<file path="src/rtl/print_fmt_tx.sv">
// rtl/print_fmt_tx.sv - UART print formatter: command FIFO plus character expansion engine
//
// print_fmt_tx_cmd_fifo : small command queue, push/pop with occupancy count
//   clk, rstn           clock, asynchronous active-low reset
//   push, push_data     write one entry (caller guarantees not full)
//   pop, pop_data       read/remove head entry (caller guarantees not empty); head visible combinationally
//   count               current number of entries
//
// print_fmt_tx : print command in, ASCII character stream out
//   clk, rstn                     clock, asynchronous active-low reset
//   req_tx, dout_tx, mode_tx      command request (level), data word, mode
//   ack_tx                        one-cycle accept pulse
//   rdy_tx, d_tx, vld_tx          byte stream to UART (transfer on vld_tx & rdy_tx)
//   busy                          FIFO non-empty or engine active (registered)

module print_fmt_tx_cmd_fifo #(
  parameter int W     = 34,
  parameter int DEPTH = 4
) (
  input  logic                    clk,
  input  logic                    rstn,
  input  logic                    push,
  input  logic [W-1:0]            push_data,
  input  logic                    pop,
  output logic [W-1:0]            pop_data,
  output logic [$clog2(DEPTH):0]  count
);

  localparam int AW = $clog2(DEPTH);

  logic [W-1:0]  mem [DEPTH];
  logic [AW-1:0] wr_ptr;
  logic [AW-1:0] rd_ptr;

  always_ff @(posedge clk or negedge rstn) begin
    if (!rstn) begin
      wr_ptr <= '0;
      rd_ptr <= '0;
      count  <= '0;
    end else begin
      if (push) wr_ptr <= wr_ptr + 1'b1;
      if (pop)  rd_ptr <= rd_ptr + 1'b1;
      count <= count + {{AW{1'b0}}, push} - {{AW{1'b0}}, pop};
    end
  end

  // Storage needs no reset: entries are only read when count says they were written.
  always_ff @(posedge clk) begin
    if (push) mem[wr_ptr] <= push_data;
  end

  assign pop_data = mem[rd_ptr];

endmodule

module print_fmt_tx #(
  parameter int         DW         = 32,
  parameter int         GRP        = 4,
  parameter logic [7:0] SEP        = 8'h5f,
  parameter int         FIFO_DEPTH = 4,
  parameter int         UPPER      = 0
) (
  input  logic          clk,
  input  logic          rstn,
  input  logic          req_tx,
  input  logic [DW-1:0] dout_tx,
  input  logic [1:0]    mode_tx,
  output logic          ack_tx,
  input  logic          rdy_tx,
  output logic [7:0]    d_tx,
  output logic          vld_tx,
  output logic          busy
);

  localparam int NIB   = DW / 4;
  localparam int IW    = (NIB > 1) ? $clog2(NIB) : 1;
  localparam int CW    = $clog2(FIFO_DEPTH) + 1;
  // Divisor that is never zero; the GRP==0 case is excluded before it is used.
  localparam int GRP_M = (GRP == 0) ? 1 : GRP;

  typedef enum logic [2:0] {
    S_IDLE,
    S_HEX,
    S_SEP,
    S_RAW,
    S_CR,
    S_LF
  } state_t;

  state_t          state_q, state_d;
  logic [DW-1:0]   data_q, data_d;
  logic [1:0]      mode_q, mode_d;
  logic [IW-1:0]   idx_q, idx_d;
  logic [IW-1:0]   idx_m1;
  logic [7:0]      d_d;
  logic            vld_d;

  logic            accept;
  logic            pop;
  logic [DW+1:0]   fifo_head;
  logic [CW-1:0]   fifo_count;

  // ack_tx blocks a second accept of the same still-held request.
  assign accept = req_tx && !ack_tx && (fifo_count < CW'(FIFO_DEPTH));
  assign idx_m1 = idx_q - 1'b1;

  print_fmt_tx_cmd_fifo #(
    .W     (DW + 2),
    .DEPTH (FIFO_DEPTH)
  ) u_cmd_fifo (
    .clk       (clk),
    .rstn      (rstn),
    .push      (accept),
    .push_data ({mode_tx, dout_tx}),
    .pop       (pop),
    .pop_data  (fifo_head),
    .count     (fifo_count)
  );

  function automatic logic [7:0] hex_char(input logic [3:0] n);
    logic [7:0] base;
    base = (UPPER != 0) ? 8'h41 : 8'h61;
    if (n < 4'd10) return 8'h30 + {4'h0, n};
    else           return base + {4'h0, n} - 8'd10;
  endfunction

  // Next-state logic also computes the next registered character, so d_tx/vld_tx
  // always describe the character owned by the state being entered.
  always_comb begin
    state_d = state_q;
    data_d  = data_q;
    mode_d  = mode_q;
    idx_d   = idx_q;
    d_d     = d_tx;
    vld_d   = vld_tx;
    pop     = 1'b0;

    case (state_q)
      S_IDLE: begin
        if (fifo_count != '0) begin
          pop    = 1'b1;
          data_d = fifo_head[DW-1:0];
          mode_d = fifo_head[DW+1:DW];
          idx_d  = IW'(NIB - 1);
          vld_d  = 1'b1;
          case (fifo_head[DW+1:DW])
            2'b00: begin
              state_d = S_RAW;
              d_d     = fifo_head[7:0];
            end
            2'b10: begin
              state_d = S_CR;
              d_d     = 8'h0d;
            end
            default: begin
              state_d = S_HEX;
              d_d     = hex_char(fifo_head[DW-1 -: 4]);
            end
          endcase
        end
      end

      S_RAW: begin
        if (rdy_tx) begin
          state_d = S_IDLE;
          vld_d   = 1'b0;
        end
      end

      S_HEX: begin
        if (rdy_tx) begin
          idx_d = idx_m1;
          if (idx_q == '0) begin
            if (mode_q == 2'b11) begin
              state_d = S_CR;
              d_d     = 8'h0d;
            end else begin
              state_d = S_IDLE;
              vld_d   = 1'b0;
            end
          end else if ((GRP != 0) && ((int'(idx_q) % GRP_M) == 0)) begin
            // Groups are counted from the least significant nibble.
            state_d = S_SEP;
            d_d     = SEP;
          end else begin
            state_d = S_HEX;
            d_d     = hex_char(data_q[{idx_m1, 2'b00} +: 4]);
          end
        end
      end

      S_SEP: begin
        if (rdy_tx) begin
          state_d = S_HEX;
          d_d     = hex_char(data_q[{idx_q, 2'b00} +: 4]);
        end
      end

      S_CR: begin
        if (rdy_tx) begin
          state_d = S_LF;
          d_d     = 8'h0a;
        end
      end

      S_LF: begin
        if (rdy_tx) begin
          state_d = S_IDLE;
          vld_d   = 1'b0;
        end
      end

      default: begin
        state_d = S_IDLE;
        vld_d   = 1'b0;
      end
    endcase
  end

  always_ff @(posedge clk or negedge rstn) begin
    if (!rstn) begin
      state_q <= S_IDLE;
      data_q  <= '0;
      mode_q  <= '0;
      idx_q   <= '0;
      d_tx    <= '0;
      vld_tx  <= 1'b0;
      ack_tx  <= 1'b0;
      busy    <= 1'b0;
    end else begin
      state_q <= state_d;
      data_q  <= data_d;
      mode_q  <= mode_d;
      idx_q   <= idx_d;
      d_tx    <= d_d;
      vld_tx  <= vld_d;
      ack_tx  <= accept;
      busy    <= (fifo_count != '0) || (state_q != S_IDLE);
    end
  end

endmodule

</file>
<file path="config.mk">
export PLATFORM = sky130hd
export DESIGN_NAME = print_fmt_tx
export DESIGN_NICKNAME = d
export VERILOG_FILES = /design/src/rtl/print_fmt_tx.sv
export SDC_FILE = /design/constraint.sdc
export NUM_CORES = 1
export LEC_CHECK = 0
export ABC_AREA = 1
export CORE_UTILIZATION = 40
export CTS_BUF_LIST = sky130_fd_sc_hd__clkbuf_16
export DETAILED_ROUTE_END_ITERATION = 12
export GPL_TIMING_DRIVEN = 0
export PLACE_DENSITY = 0.6
export SKIP_CTS_REPAIR_TIMING = 1
export SLEW_MARGIN = 10
export SYNTH_ARGS = -nofsm -noshare
export SYNTH_HDL_FRONTEND = slang
export SYNTH_SLANG_ARGS = --single-unit
</file>
<file path="constraint.sdc">
create_clock -name clk -period 3.7 [get_ports clk]
set_input_delay 0.74 -clock clk [delete_from_list [all_inputs] [get_ports clk]]
set_output_delay 0.74 -clock clk [all_outputs]
set_load 0.05 [all_outputs]
</file>
Word-level counts from Yosys, hierarchy flattened --
Memories as Yosys holds them, arrays and structs flattened. Index checks and enable logic that the tools add are counted.
Word-level totals: bits in registers 58, memory bits (writable) 136, input port bits 38, output and inout port bits 11, logic and storage cells 102, memories 1
Memories:
- u_cmd_fifo.mem | words 4, width 34, read ports 1, clocked after memory_dff 0, write ports 1, line 31 | logic [W-1:0] mem [DEPTH];
Cells by class: add/subtract/negate cells 14, order comparisons 4, eq/ne operators 15, shift operators 2, mux-type cells 35, bitwise gates (word level) 1, reductions and logical operators 19
Operators by type and width (count):
- two-way mux 8 bit | 10
- variable part select 32 x 6 -> 4 bit | 2
- zero test 32 bit | 1
- case mux 8 bit (4 select lines) | 1
- two-way mux 3 bit | 9
- adder 7 x 4 -> 8 bit, first input constant | 3
- subtractor 8 x 4 -> 8 bit, second input constant | 3
- adder 6 x 4 -> 7 bit, first input constant | 3
- case mux 8 bit (2 select lines) | 1
- case mux 3 bit (5 select lines) | 1
- < comparator 4 bit, second input constant | 3
- != test 2 bit, second input constant | 6
- case mux 3 bit (2 select lines) | 2
- AND reduction 6 bit | 2
- two-way mux 1 bit | 9
- == test 3 x 2 -> 1 bit, second input constant | 2
- == test 3 bit, second input constant | 2
- zero test 3 bit | 2
- nonzero test 3 bit | 2
- AND reduction 5 bit | 1
- adder 2 x 1 -> 2 bit, second input constant | 2
- == test 2 bit, second input constant | 2
- case mux 1 bit (4 select lines) | 1
- nonzero test 4 bit | 1
- other kinds (17) | 19

Longest topological paths before layout --
word-level depth 9, depth in mapped cells 18

Hierarchy --
A second synthesis with hierarchy kept.
Second synthesis, totals: cells, all modules 1060, area total of the unflattened synthesis 9415.3 sq um
By module, submodules not included:
- print_fmt_tx_cmd_fifo | times used 1, cells each 578, area an instance 6110.9 sq um, sequential area each 4259.1 sq um
- print_fmt_tx | times used 1, cells each 482, area an instance 3304.4 sq um, sequential area each 1276.2 sq um

Worst setup path after synthesis --
Ideal clock, no wire load.
path kind input -> register, from input req_tx, to memory u_cmd_fifo.mem[0][0], enable pin, setup time 425 ps, arrival 2319 ps, required time 3275 ps, slack 956 ps, stages 2, cells stage by stage nand2_1 -> nor2_1
On the way: word-level cells in the longest chain between the ends 4
Ends and longest elaborated chain:
- start, declared | line 65 | input logic req_tx,
- logical AND 1 bit (2 in series) | line 104 | assign accept = req_tx && !ack_tx && (fifo_count < CW'(FIFO_DEPTH));
- two-way mux 1 bit | line 49 | if (push) mem[wr_ptr] <= push_data;
- two-way mux 1 bit (implied by the code) | line 49
- end, declared | line 31
No other way between the ends.

Worst setup path in the final report --
from register idx_q[1], to register d_tx[2]
On the way: word-level cells in the longest chain between the ends 9, elaborated cells between the ends (all ways) 22
Ends and longest elaborated chain:
- start, declared | line 93 | logic [IW-1:0] idx_q, idx_d;
- start signal, assigned | line 234 | idx_q <= idx_d;
- subtractor 3 x 1 -> 3 bit | line 105 | assign idx_m1 = idx_q - 1'b1;
- variable part select 32 x 6 -> 4 bit | line 187 | d_d = hex_char(data_q[{idx_m1, 2'b00} +: 4]);
- adder 7 x 4 -> 8 bit | line 124 | else return base + {4'h0, n} - 8'd10;
- subtractor 8 x 4 -> 8 bit | line 124
- two-way mux 8 bit | line 123 | if (n < 4'd10) return 8'h30 + {4'h0, n};
- two-way mux 8 bit | line 181 | end else if ((GRP != 0) && ((int'(idx_q) % GRP_M) == 0)) begin
- two-way mux 8 bit | line 173 | if (idx_q == '0) begin
- two-way mux 8 bit | line 171 | if (rdy_tx) begin
- case mux 8 bit (4 select lines) | line 138 | case (state_q)
- end signal, assigned | line 226 | d_tx <= '0;
- end signal, assigned | line 235 | d_tx <= d_d;
- end, declared | line 70 | output logic [7:0] d_tx,
Parallel ways exist; a longest one is shown, timed or not. The select of a mux whose other input is x is not followed. A chain may end at the register's enable or synchronous reset.

==> results.py <==
metrics = {
    "finish": {
        "final_cells": 1234,
        "areaGrowthSynthToFinish_pct": 17.8,
        "drive_gt1_share_pct": 10.5,
        "num_antenna_cells": 0,
        "utilization_pct": 48.7,
        "nets": 997,
    },
    "clock_network": {
        "htree_levels": 4,
        "numCtsBuffers": 17,
        "cts-root-buf": "clkbuf_16",
        "insertion_delay_ns": 0.44,
        "cts.sinks": 194,
        "clock_path_buffers": 2,
        "clk_pin_slew_ns": 0.08,
        "tritoncts": "done",
    },
    "floorplanning": {
        "die_h_um": 151,
        "rows": 53,
        "start_util_pct": 41.3,
        "ios": 49,
        "dieArea_mm2": 0.0227,
        "core_mm2": 0.0214,
        "die_w_um": 151,
    },
    "timing": {
        "hold_viol": 0,
        "max_clock_freq_mhz": 346,
        "grt_setup_unrepaired": "no",
        "slew_headroom_pct": 47.8,
        "slew_viol_final": 0,
        "hold-worst-slack_ns": 0.378,
        "worstMarginPinSlew_ns": 0.782,
        "post-route-min-period_ns": 2.89,
        "setup_viol_count_final": 0,
        "period_share_pct": 78.1,
        "fin_worst_skew_ns": 0.00854,
    },
    "logic_synthesis": {
        "ys_ff_latch": 194,
        "synth_top_area_share_pct": 46.3,
        "synth_edf_count": 136,
        "async_reset_ff_share_pct": 29.9,
        "syn-cell-area_mm2": 0.00883,
        "ys_types": 41,
        "synth_area_per_cell_um2": 10.1,
        "synthTopCellsByArea": "edfxtp_1, dfrtp_1, nand2_1",
        "ys_seq_area_share_pct": 62.7,
        "synth_flop_cell": "edfxtp_1",
        "netlist_instances": 875,
        "yosysTopAreaCell": "edfxtp_1",
        "yosysWarnings": 0,
        "synthesis.nets": 926,
    },
    "grt": {
        "grt_pass1_vias": 6191,
        "overflow": 0,
        "antenna_found_initial": 0,
        "grt_start_max_net_pins": 59,
        "grt.total_usage_pct": 19.5,
        "grt_first_pass_wirelength_um": 32900,
    },
    "routing": {
        "wirelength_um": 20500,
        "drt_iter0_markers": 507,
        "vias": 6292,
        "drt-pass1-iter-count": 5,
        "vias_per_cell": 5.10,
        "drc": 0,
        "wl_per_cell_um": 16.6,
        "ant_nets": 0,
    },
    "place": {
        "place_inst": 1202,
        "place_hpwl_um": 14200,
        "gp_congestion": 0.877,
        "numPortBuffers": 48,
    },
    "power": {
        "ir_drop_v": 0.000448,
        "powerDensity_mw_per_mm2": 950,
        "finalPower_w": 0.00988,
        "leakagePower_nw": 4.20,
    },
    "worst_setup_path": {
        "cp.required_ns": 4.03,
        "worstPathMaxFanout": 10,
        "path_class": "reg -> reg",
        "cp.arrival_ns": 3.22,
        "crit_path_end_kind": "register",
        "rrSetupSlack_ns": 0.81,
        "startpoint_type": "register",
    },
    "outcome": {
        "run_status": "complete, no violations",
    },
    "job": {
        "drv_cap": 0,
    },
    "hold_path": {
        "min_path_type": "in -> async",
    },
}
-- synth_stat cells, types with 2 or more instances --
master	n
a21oi_1	11
a22oi_1	2
a32o_1	2
buf_2	14
buf_4	6
buf_6	6
clkbuf_1	12
dfrtp_1	58
edfxtp_1	136
ha_1	12
inv_1	66
inv_2	13
inv_4	2
nand2_1	221
nand2_2	9
nand2_4	2
nand3_1	65
nand3b_1	2
nand4_1	3
nor2_1	75
nor2_8	3
nor3_1	2
o211ai_1	6
o21ai_0	82
o21ai_1	22
o22ai_1	24
or2_1	2
xnor2_1	2
xor2_1	3
-- through the flow --
| stage | worst slack [ns] | setup TNS (ns) | cell area, µm² |
|---|---|---|---|
| after floorplan | 0.956 | 0 | 8830 |
| after global placement | -1.02 | -120.49 | 9650 |
| after detailed placement | 0.811 | 0 | 9770 |
| after CTS | 0.791 | 0 | 10400 |
| after global routing | 0.609 | 0 | 10400 |
| final | 0.811 | 0 | 10400 |
-- placed cells by master (no fill, tap or decap), drive strengths merged, types with 2 or more instances in the layout --
master         instances
nand2                232
edfxtp               136
o21ai                106
inv                   88
nor2                  78
nand3                 66
dfrtp                 58
clkdlybuf4s50         47
buf                   32
clkbuf                29
o22ai                 25
ha                    12
a21oi                 11
o211ai                 7
nand4                  3
xor2                   3
bufinv                 3
clkinv                 3
nor3                   2
xnor2                  2
or2                    2
nand3b                 2
a32o                   2
a22oi                  2
clkinvlp               2
-- critical path: stages, from the launching register on --
cell,delay (ns)
dfrtp_1,0.33
buf_2,0.23
inv_2,0.15
ha_1,0.28
ha_1,0.29
clkbuf_1,0.32
inv_1,0.17
nand3_1,0.12
nand2_1,0.11
ha_1,0.24
inv_1,0.07
nor2_1,0.04
nand3_1,0.06
nand2_1,0.07
nand2_1,0.06
nand2_1,0.07
nor2_1,0.13
nor2_1,0.05
-- sequential cells by signal, summed over array words and instances (netlist names), 2 cells and up --
register and count:
d_tx 8, data_q 32, idx_q 3, mode_q 2, state_q 3, u_cmd_fifo.count 3, u_cmd_fifo.mem 136, u_cmd_fifo.rd_ptr 2
u_cmd_fifo.wr_ptr 2
-- area by class of cell --
class	instances	area, µm²
tap	275	344
clock inverter	15	198
timing repair buffer	52	573
clock buffer	17	425
fill	1978	11000
buffer	39	231
sequential	194	5540
inverter	81	309
multi-input combinational	561	2780
-- power breakdown --
part	switching [W]	internal (W)	total, W
Clock	0.000858	0.00109	0.00194
Sequential	0.000199	0.00286	0.00305
Combinational	0.00329	0.00159	0.00488
Total	0.00435	0.00553	0.00988
-- path summary, 6_finish.rpt --
path,from,endpoint,cells past startpoint
setup reg to reg,idx_q[1],d_tx[2],17
hold / removal,rstn,u_cmd_fifo.count[1],1
setup / recovery,idx_q[1],d_tx[2],17
max in group asynchronous,rstn,data_q[26],1
hold reg to reg,d_tx[7],d_tx[7],2
min in group clk,d_tx[7],d_tx[7],2
-- per-layer routing --
layer,vias up,global-route usage [%],share of wire (%)
li1,3112,-,-
met1,3023,26.4,46
met2,138,31.7,48
met3,19,3.18,3.6
met4,0,6.62,1.9
met5,-,0,0
-- kinds of logic (layout without fill, tap and decap cells) --
group,count (synthesis),after routing,synth area share (%)
simple gates,385,385,18.6
flops,194,194,62.7
compound gates,158,158,10.1
buf+inv,120,204,6.12
fa+ha+maj,13,13,1.93
xor+xnor,5,5,0.496
Note: power is estimated with default switching activity, not from simulation.
